File: src/rtl/mux_arb_pkg.sv
// rtl/mux_arb_pkg.sv - shared state and select encodings for the two-way bus arbiter
package mux_arb_pkg;

    // Arbiter FSM state; kept as plain constants so older netlists and probes see fixed codes
    typedef logic [1:0] state_t;

    localparam state_t IDLE = 2'd0;
    localparam state_t G0   = 2'd1;
    localparam state_t G1   = 2'd2;

    // Mux select encoding of the existing 2:1 datapath
    localparam logic SEL_REQ0 = 1'b1;
    localparam logic SEL_REQ1 = 1'b0;

    // Grant state owned by requester index `who` (0 -> G0, 1 -> G1)
    function automatic state_t grant_state(input logic who);
        return who ? G1 : G0;
    endfunction

endpackage

File: src/rtl/mux_bus_arbiter_if.sv
// rtl/mux_bus_arbiter_if.sv - requester, downstream and grant signals of the shared mux bus
interface mux_bus_arbiter_if #(
    parameter int WIDTH = 8
);
    logic             req0;
    logic [WIDTH-1:0] din0;
    logic             req1;
    logic [WIDTH-1:0] din1;
    logic             out_ready;

    logic             gnt0;
    logic             gnt1;
    logic             sel;
    logic [WIDTH-1:0] dout;
    logic             dout_valid;

    // Requesters and downstream sink drive this side
    modport master (
        output req0, din0, req1, din1, out_ready,
        input  gnt0, gnt1, sel, dout, dout_valid
    );

    // The arbiter itself
    modport slave (
        input  req0, din0, req1, din1, out_ready,
        output gnt0, gnt1, sel, dout, dout_valid
    );

endinterface

File: src/rtl/rr_pick2.sv
// rtl/rr_pick2.sv - combinational two-way round-robin picker
module rr_pick2 (
    input  logic req0,
    input  logic req1,
    input  logic last,
    output logic pick_valid,
    output logic pick
);

    // Contested: favour the side that was not served last; otherwise take whoever asks
    always_comb begin
        pick_valid = req0 | req1;
        if (req0 && req1) begin
            pick = ~last;
        end else begin
            pick = req1;
        end
    end

endmodule

File: src/rtl/mux_bus_arbiter.sv
// rtl/mux_bus_arbiter.sv - round-robin burst arbiter driving a shared 2:1 mux and output register
module mux_bus_arbiter
    import mux_arb_pkg::*;
#(
    parameter int WIDTH     = 8,
    parameter int MAX_BURST = 4
) (
    input  logic             clk,
    input  logic             reset,
    mux_bus_arbiter_if.slave bus
);

    localparam int CW = $clog2(MAX_BURST + 1);
    localparam logic [CW-1:0] LAST_BEAT = CW'(MAX_BURST - 1);

    state_t           state;
    state_t           state_nx;
    logic             last;
    logic [CW-1:0]    beat_cnt;
    logic             retake;
    logic             retake_nx;
    logic             sel_q;
    logic [WIDTH-1:0] dout_q;
    logic             dout_valid_q;

    logic             granted;
    logic             owner;
    logic             req_own;
    logic             beat;
    logic             rel_drop;
    logic             rel_done;
    logic             release_now;
    logic             pick_last;
    logic             pick_valid;
    logic             pick;
    logic [WIDTH-1:0] mux_out;

    assign granted = (state == G0) || (state == G1);
    assign owner   = (state == G1);
    assign req_own = owner ? bus.req1 : bus.req0;

    // A retake cycle follows a full burst re-granted to the same side and carries no beat
    assign beat        = granted && req_own && bus.out_ready && !retake;
    assign rel_drop    = granted && !req_own;
    assign rel_done    = beat && (beat_cnt == LAST_BEAT);
    assign release_now = rel_drop || rel_done;

    // While granted, the releasing owner is the effective "last" so the other side wins a tie
    assign pick_last = granted ? owner : last;

    rr_pick2 u_pick (
        .req0       (bus.req0),
        .req1       (bus.req1),
        .last       (pick_last),
        .pick_valid (pick_valid),
        .pick       (pick)
    );

    // Next-state: arbitrate from IDLE or on release, otherwise keep the current grant
    always_comb begin
        state_nx = state;
        if (!granted || release_now) begin
            state_nx = pick_valid ? grant_state(pick) : IDLE;
        end
        retake_nx = rel_done && (state_nx == state);
    end

    // Grant state, round-robin pointer, burst counter and registered select
    always_ff @(posedge clk or posedge reset) begin
        if (reset) begin
            state    <= IDLE;
            last     <= 1'b1;
            beat_cnt <= '0;
            retake   <= 1'b0;
            sel_q    <= SEL_REQ1;
        end else begin
            state  <= state_nx;
            retake <= retake_nx;
            sel_q  <= (state_nx == G0) ? SEL_REQ0 : SEL_REQ1;
            if (release_now) begin
                last     <= owner;
                beat_cnt <= '0;
            end else if (beat) begin
                beat_cnt <= beat_cnt + CW'(1);
            end
        end
    end

    // The shared 2:1 mux; only the granted side is ever captured
    assign mux_out = (sel_q == SEL_REQ0) ? bus.din0 : bus.din1;

    // Output register: capture on a beat, hold otherwise; valid is a one-cycle pulse
    always_ff @(posedge clk or posedge reset) begin
        if (reset) begin
            dout_q       <= '0;
            dout_valid_q <= 1'b0;
        end else begin
            dout_valid_q <= beat;
            if (beat) begin
                dout_q <= mux_out;
            end
        end
    end

    assign bus.gnt0       = (state == G0);
    assign bus.gnt1       = (state == G1);
    assign bus.sel        = sel_q;
    assign bus.dout       = dout_q;
    assign bus.dout_valid = dout_valid_q;

endmodule

File: src/flat_wrapper.sv
// flat-port wrapper written by rule: the top's interface ports become plain ports
module mux_bus_arbiter_flat import mux_arb_pkg::*;
#(
    parameter int WIDTH     = 8,
    parameter int MAX_BURST = 4
)
  (clk, reset, bus_req0, bus_din0, bus_req1, bus_din1, bus_out_ready, bus_gnt0, bus_gnt1, bus_sel, bus_dout, bus_dout_valid);
  mux_bus_arbiter_if #(.WIDTH(WIDTH)) bus_i ();
  input  logic clk;
  input  logic reset;
  input wire logic [$bits(bus_i.req0)-1:0] bus_req0;
  input wire logic [$bits(bus_i.din0)-1:0] bus_din0;
  input wire logic [$bits(bus_i.req1)-1:0] bus_req1;
  input wire logic [$bits(bus_i.din1)-1:0] bus_din1;
  input wire logic [$bits(bus_i.out_ready)-1:0] bus_out_ready;
  output wire logic [$bits(bus_i.gnt0)-1:0] bus_gnt0;
  output wire logic [$bits(bus_i.gnt1)-1:0] bus_gnt1;
  output wire logic [$bits(bus_i.sel)-1:0] bus_sel;
  output wire logic [$bits(bus_i.dout)-1:0] bus_dout;
  output wire logic [$bits(bus_i.dout_valid)-1:0] bus_dout_valid;
  assign bus_i.req0 = bus_req0;
  assign bus_i.din0 = bus_din0;
  assign bus_i.req1 = bus_req1;
  assign bus_i.din1 = bus_din1;
  assign bus_i.out_ready = bus_out_ready;
  assign bus_gnt0 = bus_i.gnt0;
  assign bus_gnt1 = bus_i.gnt1;
  assign bus_sel = bus_i.sel;
  assign bus_dout = bus_i.dout;
  assign bus_dout_valid = bus_i.dout_valid;
  mux_bus_arbiter #(.WIDTH(WIDTH), .MAX_BURST(MAX_BURST)) u_core (.clk(clk), .reset(reset), .bus(bus_i));
endmodule
File: config.mk
export PLATFORM = sky130hd
export DESIGN_NAME = mux_bus_arbiter_flat
export DESIGN_NICKNAME = d
export VERILOG_FILES = /design/src/rtl/mux_arb_pkg.sv /design/src/rtl/mux_bus_arbiter_if.sv /design/src/rtl/rr_pick2.sv /design/src/rtl/mux_bus_arbiter.sv /design/src/flat_wrapper.sv
export SDC_FILE = /design/constraint.sdc
export NUM_CORES = 1
export LEC_CHECK = 0
export ABC_AREA = 1
export CORE_UTILIZATION = 44
export CTS_CLUSTER_DIAMETER = 30
export CTS_CLUSTER_SIZE = 24
export DETAILED_ROUTE_END_ITERATION = 8
export HOLD_SLACK_MARGIN = 0.08
export PLACE_DENSITY = 0.78
export SETUP_SLACK_MARGIN = 0.4
export SYNTH_ARGS = -nofsm -noshare
export SYNTH_HDL_FRONTEND = slang
export SYNTH_SLANG_ARGS = --single-unit
File: constraint.sdc
create_clock -name clk -period 1.6 [get_ports clk]
set_input_delay 0.32 -clock clk [delete_from_list [all_inputs] [get_ports clk]]
set_output_delay 0.32 -clock clk [all_outputs]
set_load 0.005 [all_outputs]
==> run summary, run 1 <==
Result of the run - complete, but fails checks
Failing checks - setup timing
Top cell type by total area after synthesis - sky130_fd_sc_hd__dfrtp_1
Core occupancy in the finished layout - 80.9%
Antenna-violating nets left - 0
H-tree Lvls - 1
Final max-slew violation count - 0
Port Buf Inserts - 32
Initial standard-cell utilization of the core - 47.9%
Number of CTS-inserted buffers - 3
Sum of buffers and inverters on the critical path - 5
Synthesized instance count - 120
Total number of vias - 1,015
Cell depth of the worst setup path - 12
Die width - 48.7 µm
Fmax - 613 MHz
Clock tree from TritonCTS - built
Total die area - 2370 µm²
Number of optimization iterations in the first detailed-route pass - 4
Total gr overflow - 0
Distinct cell type count after synthesis - 20
Nets - 200
Number of antenna violations at the first check in global routing - 0
Cell type of the slowest stage on the worst timing path - sky130_fd_sc_hd__dfrtp_1
DR WL/cell - 14.9 µm
Post-route cell area - 1620 µm²
Synthesis-to-finish area growth - 68.7%
Crit start category - register
Flops & latches, synth - 17
Row count - 16
Number of instances in the placed design - 181
Fraction of final layout cells sized beyond drive strength 1 - 39.9%
I/O pin count - 33
Diodes inserted - 0
Cell types occupying the most area after synthesis - sky130_fd_sc_hd__dfrtp_1, sky130_fd_sc_hd__nand2_1, sky130_fd_sc_hd__inv_1
Max Cap Viol - 0
Pwr Density - 1820 nW/µm²
IR Drop Worst-Case VDD - 1220 µV
Largest fanout on the critical path - 3
Synthesis warning total - 0
Clock skew - 0.0130 ns
Static leakage - 0.816 nW
Register clock-pin slew on the reported worst setup and hold paths - 0.12 ns
Final Total Pwr - 2.95 mW
Internal reg-to-reg setup slack - -0.03 ns
Sinks on Clock Net - 17
Via count of the first global-routing pass - 1,088
Arrival time at the worst endpoint - 1.86 ns
Worst hold path class - in -> async
Number of cells on the worst reg-to-reg path - 12
Synth Net Count - 146
Vias/cell - 5.08
Clock latency reported for the late side of the worst-skew pair - 0.31 ns
DRC violation total after the first TritonRoute iteration - 22
Final instance count without filler cells - 200
Wire length of the first global-routing pass - 5140 µm
Die Y-Extent - 48.7 µm
Critical register-to-register path startpoint - u_core.state[0]
Crit path cell chain - buf_6 > inv_4 > buf_6 > ha_4 > inv_4 > nand2_4 > nand2_4 > o21ai_4 > inv_2 > nand3_1 > nand2_1 > nor2_1
Post-route worst setup slack - -0.0320 ns
Relative slew slack - 79.2%
Summed instance area of the synthesized netlist - 960 µm²
Worst hold margin - 0.298 ns
Final routed wirelength across all metal layers - 2970 µm
Setup violators final - 9
Pin count of the biggest net entering global routing - 18
Cell area reported after detailed placement - 1380 µm²
Last weighted congestion value of the routability-driven placer - 0.771
Cell at the root of the clock tree - sky130_fd_sc_hd__clkbuf_4
Total GRT Usage - 28.2%
Crit. End Element - register
Req. time, crit path - 1.83 ns
Transition time of the tightest slew-check pin - 0.310 ns
Final routed DRC violation total - 0
Portion of the clock cycle consumed by the worst path in the final layout - 102%
Final-report hold violation count - 0
Placeable core region - 2000 µm²
Area fraction of the dominant cell type after synthesis - 41.7%
CP Class - reg -> reg
Maximum clock path buffer count - 2
Mean cell area of the mapped netlist - 8.00 µm²
Sequential element share of the synthesized area - 44.5%
Shortest clock period the worst path allows after layout - 1.63 ns
Slowest Stage Delay on Critical Path - 0.38 ns
Setup repair after global routing missed its margin - yes
R2r endpoint - u_core.retake
Cell family with most CP delay - flip-flops
HPWL after detailed placement - 1630 µm
cells in the mapped netlist:
| cell type | number |
|---|---|
| sky130_fd_sc_hd__dfrtp_1 | 16 |
| sky130_fd_sc_hd__nand3_1 | 10 |
| sky130_fd_sc_hd__o21ai_1 | 11 |
| sky130_fd_sc_hd__ha_1 | 5 |
| sky130_fd_sc_hd__o21ai_2 | 1 |
| sky130_fd_sc_hd__dfstp_2 | 1 |
| sky130_fd_sc_hd__buf_6 | 1 |
| sky130_fd_sc_hd__inv_2 | 1 |
| sky130_fd_sc_hd__nand4_1 | 1 |
| sky130_fd_sc_hd__buf_4 | 1 |
| sky130_fd_sc_hd__nand2_1 | 25 |
| sky130_fd_sc_hd__inv_4 | 1 |
| sky130_fd_sc_hd__inv_1 | 21 |
| sky130_fd_sc_hd__nor2_1 | 4 |
| sky130_fd_sc_hd__o31ai_1 | 2 |
| sky130_fd_sc_hd__a21oi_1 | 1 |
| sky130_fd_sc_hd__o211ai_4 | 1 |
| sky130_fd_sc_hd__o21ai_0 | 9 |
| sky130_fd_sc_hd__nand2_2 | 7 |
| sky130_fd_sc_hd__clkbuf_1 | 1 |
registers in the layout, summed over array words and instances (netlist names):
name / flops
u_core.bus.dout: 8
u_core.last: 1
u_core.retake: 1
u_core.beat_cnt: 3
u_core.bus.dout_valid: 1
u_core.bus.sel: 1
u_core.state: 2
kinds of logic (layout without fill, tap and decap cells):
family,after synthesis,count (layout),share of synthesized area [%]
adder cells (fa/ha/maj),5,5,6.52
flip-flops,17,17,44.5
AND/OR/NAND/NOR,47,47,21.8
AO/OA/AOI/OAI,25,26,15.6
buffers and inverters,26,78,11.6
power by group:
| group | internal (mW) | switching, mW |
|---|---|---|
| registers | 0.612 | 0.103 |
| clock network | 0.0954 | 0.164 |
| logic | 0.954 | 1.03 |
timing repair:
item                                   4_1_cts  5_1_grt
setup endpoints to repair                   29       21
setup buffers                                7        5
gates cloned                                 3        0
gates resized for setup                     57       15
hold buffers                                 0        0
pin swaps                                    6        4
endpoints found under the hold margin        0        0
cells in the final DEF (no fill, tap or decap), drive strengths merged:
cell	instances
buf	29
nand4	1
o21ai	21
clkinvlp	1
a21oi	1
o211ai	2
bufbuf	1
clkinv	1
dfrtp	16
nand2	32
ha	5
o31ai	2
inv	22
clkdlybuf4s50	20
clkbuf	4
nor2	4
dfstp	1
nand3	10
worst reg2reg max path, cell delays in order (launching register included):
cell and delay [ns]:
sky130_fd_sc_hd__dfrtp_1 0.38, sky130_fd_sc_hd__buf_6 0.11, sky130_fd_sc_hd__inv_4 0.04, sky130_fd_sc_hd__buf_6 0.12
sky130_fd_sc_hd__ha_4 0.31, sky130_fd_sc_hd__inv_4 0.05, sky130_fd_sc_hd__nand2_4 0.06, sky130_fd_sc_hd__nand2_4 0.07
sky130_fd_sc_hd__o21ai_4 0.15, sky130_fd_sc_hd__inv_2 0.06, sky130_fd_sc_hd__nand3_1 0.06, sky130_fd_sc_hd__nand2_1 0.05
sky130_fd_sc_hd__nor2_1 0.12
stage by stage:
| stage | setup TNS, ns | setup WS [ns] |
|---|---|---|
| CTS | 0 | 0.0133 |
| detailed placement | -0.0114 | -0.0114 |
| global route | -0.656 | -0.102 |
| floorplan | 0 | 0.282 |
| global placement | 0 | 0.0461 |
| finish | -0.0937 | -0.0320 |
worst max path at each step:
stage	startpoint	to	slack [ns]
after detailed placement	bus_req0	u_core.beat_cnt[1]	-0.01
after CTS	u_core.state[0]	bus_gnt0	0.01
after floorplan	u_core.state[0]	u_core.beat_cnt[0]	0.28
after global placement	bus_req0	u_core.beat_cnt[1]	0.05
after global routing	u_core.state[0]	u_core.retake	-0.10
final	u_core.state[0]	u_core.retake	-0.03
cell type report:
type | instances | area [µm²]
clock buffer | 3 | 22.5
timing repair buffer | 51 | 478
fill | 118 | 383
sequential | 17 | 428
multi-input combinational | 78 | 553
clock inverter | 1 | 7.51
tap | 27 | 33.8
inverter | 23 | 96.3
layer usage:
metal  global-route usage (%)  vias up  wire, µm
met5                        0        -         0
li1                         -      494         -
met3                     3.77        8       126
met4                     9.31        0        56
met2                     48.6       41      1520
met1                     36.3      472      1270
Note: power is estimated with default switching activity, not from simulation.
==> run 2, diff against run 1 <==
--- a/config.mk
+++ b/config.mk
@@ -6,6 +6,7 @@
 export NUM_CORES = 1
 export LEC_CHECK = 0
 export ABC_AREA = 1
+export CORE_MARGIN = 3
 export CORE_UTILIZATION = 44
 export CTS_CLUSTER_DIAMETER = 30
 export CTS_CLUSTER_SIZE = 24
==> run 2 against run 1 <==
The flow now finishes without violations. Highest routed layer unchanged. Cell count is 4.5% lower. Combinational power is 25% lower. Largest cell class unchanged. Critical path depth is 1 lower. Die area is 17% higher. Cell area is 11% lower.
==> run summary, run 2 (synthesized netlist as in run 1, its figures left out) <==
Last weighted congestion value of the routability-driven placer - 0.711 (was 0.771)
Result of the run - finished, final reports clean (was complete, but fails checks)
Flip-flop count of the largest register after layout - 8 (unchanged)
Maximum clock path buffer count - 2 (unchanged)
Fmax - 626 MHz (was 613 MHz)
Antenna-violating nets left - 0 (unchanged)
Transition time of the tightest slew-check pin - 0.343 ns (was 0.310 ns)
Req. time, crit path - 1.84 ns (was 1.83 ns)
HPWL after detailed placement - 1760 µm (was 1630 µm)
Setup violators final - 0 (was 9)
Crit path cell chain - buf_6 > buf_6 > ha_4 > inv_4 > nand2_4 > nand2_4 > o21ai_4 > inv_2 > nand2_2 > o21ai_2 > nor2_1 (was buf_6 > inv_4 > buf_6 > ha_4 > inv_4 > nand2_4 > nand2_4 > o21ai_4 > inv_2 > nand3_1 > nand2_1 > nor2_1)
Relative slew slack - 77.0% (was 79.2%)
Worst slack, placed - 0.0234 ns (was -0.0114 ns)
Commonest non-fill, non-tap cell in the layout - sky130_fd_sc_hd__nand2_1 (unchanged)
Cell type of the slowest stage on the worst timing path - sky130_fd_sc_hd__dfrtp_2 (was sky130_fd_sc_hd__dfrtp_1)
Crit. End Element - register (unchanged)
Arrival time at the worst endpoint - 1.83 ns (was 1.86 ns)
Cell family with most CP delay - flip-flops (unchanged)
TNS Setup - 0 ns (was -0.0937 ns)
Clock latency reported for the late side of the worst-skew pair - 0.30 ns (was 0.31 ns)
Share of total power in combinational logic - 60.8% (was 67.0%)
Vias/cell - 4.94 (was 5.08)
Max Cap Viol - 0 (unchanged)
Worst hold margin - 0.227 ns (was 0.298 ns)
Total number of vias - 943 (was 1,015)
Total gr overflow - 0 (unchanged)
Core occupancy in the finished layout - 71.2% (was 80.9%)
I/O pin count - 33 (unchanged)
Portion of the clock cycle consumed by the worst path in the final layout - 99.8% (was 102%)
Placeable core region - 2020 µm² (was 2000 µm²)
Total die area - 2780 µm² (was 2370 µm²)
Cell at the root of the clock tree - sky130_fd_sc_hd__clkbuf_4 (unchanged)
Final Total Pwr - 2.43 mW (was 2.95 mW)
Number of CTS-inserted buffers - 3 (unchanged)
IR Drop Worst-Case VDD - 1030 µV (was 1220 µV)
Post-cts hold buffer count - 0 (unchanged)
Worst hold path class - in -> async (unchanged)
Die width - 52.7 µm (was 48.7 µm)
Reg power frac - 29.0% (was 24.2%)
Shortest clock period the worst path allows after layout - 1.60 ns (was 1.63 ns)
Switching part of the total power - 43.1% (was 43.8%)
Pin count of the biggest net entering global routing - 18 (unchanged)
Setup repair after global routing missed its margin - yes (unchanged)
Slowest Stage Delay on Critical Path - 0.42 ns (was 0.38 ns)
CP Class - reg -> reg (unchanged)
Sum of buffers and inverters on the critical path - 4 (was 5)
Initial standard-cell utilization of the core - 47.5% (was 47.9%)
Port Buf Inserts - 32 (unchanged)
Die Y-Extent - 52.7 µm (was 48.7 µm)
Fraction of final layout cells sized beyond drive strength 1 - 32.9% (was 39.9%)
Post-route cell area - 1440 µm² (was 1620 µm²)
Register clock-pin slew on the reported worst setup and hold paths - 0.11 ns (was 0.12 ns)
Clock tree from TritonCTS - built (unchanged)
Final instance count without filler cells - 191 (was 200)
Clock skew - 0.00711 ns (was 0.0130 ns)
Via count of the first global-routing pass - 907 (was 1,088)
Power Internal - 1.38 mW (was 1.66 mW)
DR WL/cell - 11.9 µm (was 14.9 µm)
Switching component of the power - 1.05 mW (was 1.29 mW)
Number of antenna violations at the first check in global routing - 0 (unchanged)
Synthesis-to-finish area growth - 50.1% (was 68.7%)
Post-route worst setup slack - 0.00259 ns (was -0.0320 ns)
Final max-slew violation count - 0 (unchanged)
Row count - 16 (unchanged)
Pwr Density - 1690 nW/µm² (was 1820 nW/µm²)
Final routed DRC violation total - 0 (unchanged)
Number of cells on the worst reg-to-reg path - 11 (was 12)
Nets - 191 (was 200)
Filler Cell Count - 157 (was 118)
Most frequent cells in the layout - sky130_fd_sc_hd__nand2_1, sky130_fd_sc_hd__clkdlybuf4s50_1, sky130_fd_sc_hd__inv_1, sky130_fd_sc_hd__dfrtp_1, sky130_fd_sc_hd__buf_2 (was sky130_fd_sc_hd__nand2_1, sky130_fd_sc_hd__clkdlybuf4s50_1, sky130_fd_sc_hd__inv_1, sky130_fd_sc_hd__dfrtp_1, sky130_fd_sc_hd__buf_4)
Final-report hold violation count - 0 (unchanged)
DRC violation total after the first TritonRoute iteration - 16 (was 22)
Largest fanout on the critical path - 3 (unchanged)
Number of instances in the placed design - 181 (unchanged)
Wire length of the first global-routing pass - 3770 µm (was 5140 µm)
Crit start category - register (unchanged)
Cell area reported after detailed placement - 1380 µm² (unchanged)
Total GRT Usage - 18.7% (was 28.2%)
Diodes inserted - 0 (unchanged)
Cell depth of the worst setup path - 11 (was 12)
Number of optimization iterations in the first detailed-route pass - 4 (unchanged)
Fraction of power consumed by the clock network - 10.2% (was 8.8%)
Final routed wirelength across all metal layers - 2270 µm (was 2970 µm)
Sinks on Clock Net - 17 (unchanged)
Static leakage - 0.719 nW (was 0.816 nW)
H-tree Lvls - 1 (unchanged)
## run 2: layout make-up
type / count / area, µm² / area share (%)
multi-input cells: 77 / 488 / 33.9
well taps: 27 / 33.8 / 2.35
inverters: 23 / 91.3 / 6.34
repair buffers: 43 / 369 / 25.6
clock inverters: 1 / 7.51 / 0.521
clock buffers: 3 / 22.5 / 1.56
flip-flops and latches: 17 / 428 / 29.7
## run 2: final timing paths
| check | from | slack [ns] | endpoint |
|---|---|---|---|
| setup / recovery | u_core.state[1] | 0.003 | u_core.bus.sel |
| hold / removal | reset | 0.23 | u_core.beat_cnt[1] |
| setup reg to reg | u_core.state[1] | 0.003 | u_core.bus.sel |
| hold reg to reg | u_core.bus.dout[5] | 0.50 | u_core.bus.dout[5] |
| max in group asynchronous | reset | 0.92 | u_core.state[1] |
| min in group clk | u_core.bus.dout[5] | 0.50 | u_core.bus.dout[5] |
## run 2: layer usage
metal | vias to the layer above | global-route usage, % | wire (µm)
met4 | 0 | 8.51 | 65
met2 | 41 | 33.5 | 1200
met1 | 421 | 21.2 | 894
li1 | 468 | - | -
met3 | 13 | 3.13 | 113
met5 | - | 0 | 0
## run 2: repair_timing
item                                    CTS  global route
setup buffers                             6             0
endpoints found under the setup margin   29            21
gates resized for setup                  55             5
pin swaps                                 6             6
## run 2: worst reg2reg max path, stage by stage (launching register included)
cell	delay, ns
sky130_fd_sc_hd__dfrtp_2	0.42
sky130_fd_sc_hd__buf_6	0.12
sky130_fd_sc_hd__buf_6	0.11
sky130_fd_sc_hd__ha_4	0.28
sky130_fd_sc_hd__inv_4	0.05
sky130_fd_sc_hd__nand2_4	0.06
sky130_fd_sc_hd__nand2_4	0.07
sky130_fd_sc_hd__o21ai_4	0.15
sky130_fd_sc_hd__inv_2	0.06
sky130_fd_sc_hd__nand2_2	0.05
sky130_fd_sc_hd__o21ai_2	0.06
sky130_fd_sc_hd__nor2_1	0.11
## run 2: power groups by stage
stage	Sequential (mW)	Clock, mW	Combinational [mW]
final	0.705	0.249	1.48
after detailed placement	0.740	0	1.35
after global placement	0.738	0	1.31
after global routing	0.733	0.270	1.64
after floorplan	0.746	0	0.806
after CTS	0.706	0.253	1.46
==> run 3, diff against run 2 <==
--- a/config.mk
+++ b/config.mk
@@ -6,6 +6,7 @@
 export NUM_CORES = 1
 export LEC_CHECK = 0
 export ABC_AREA = 1
+export CAP_MARGIN = 20
 export CORE_MARGIN = 3
 export CORE_UTILIZATION = 44
 export CTS_CLUSTER_DIAMETER = 30
==> results of run 3 <==
No change in the layout: final DEF, timing and power equal those of run 2.
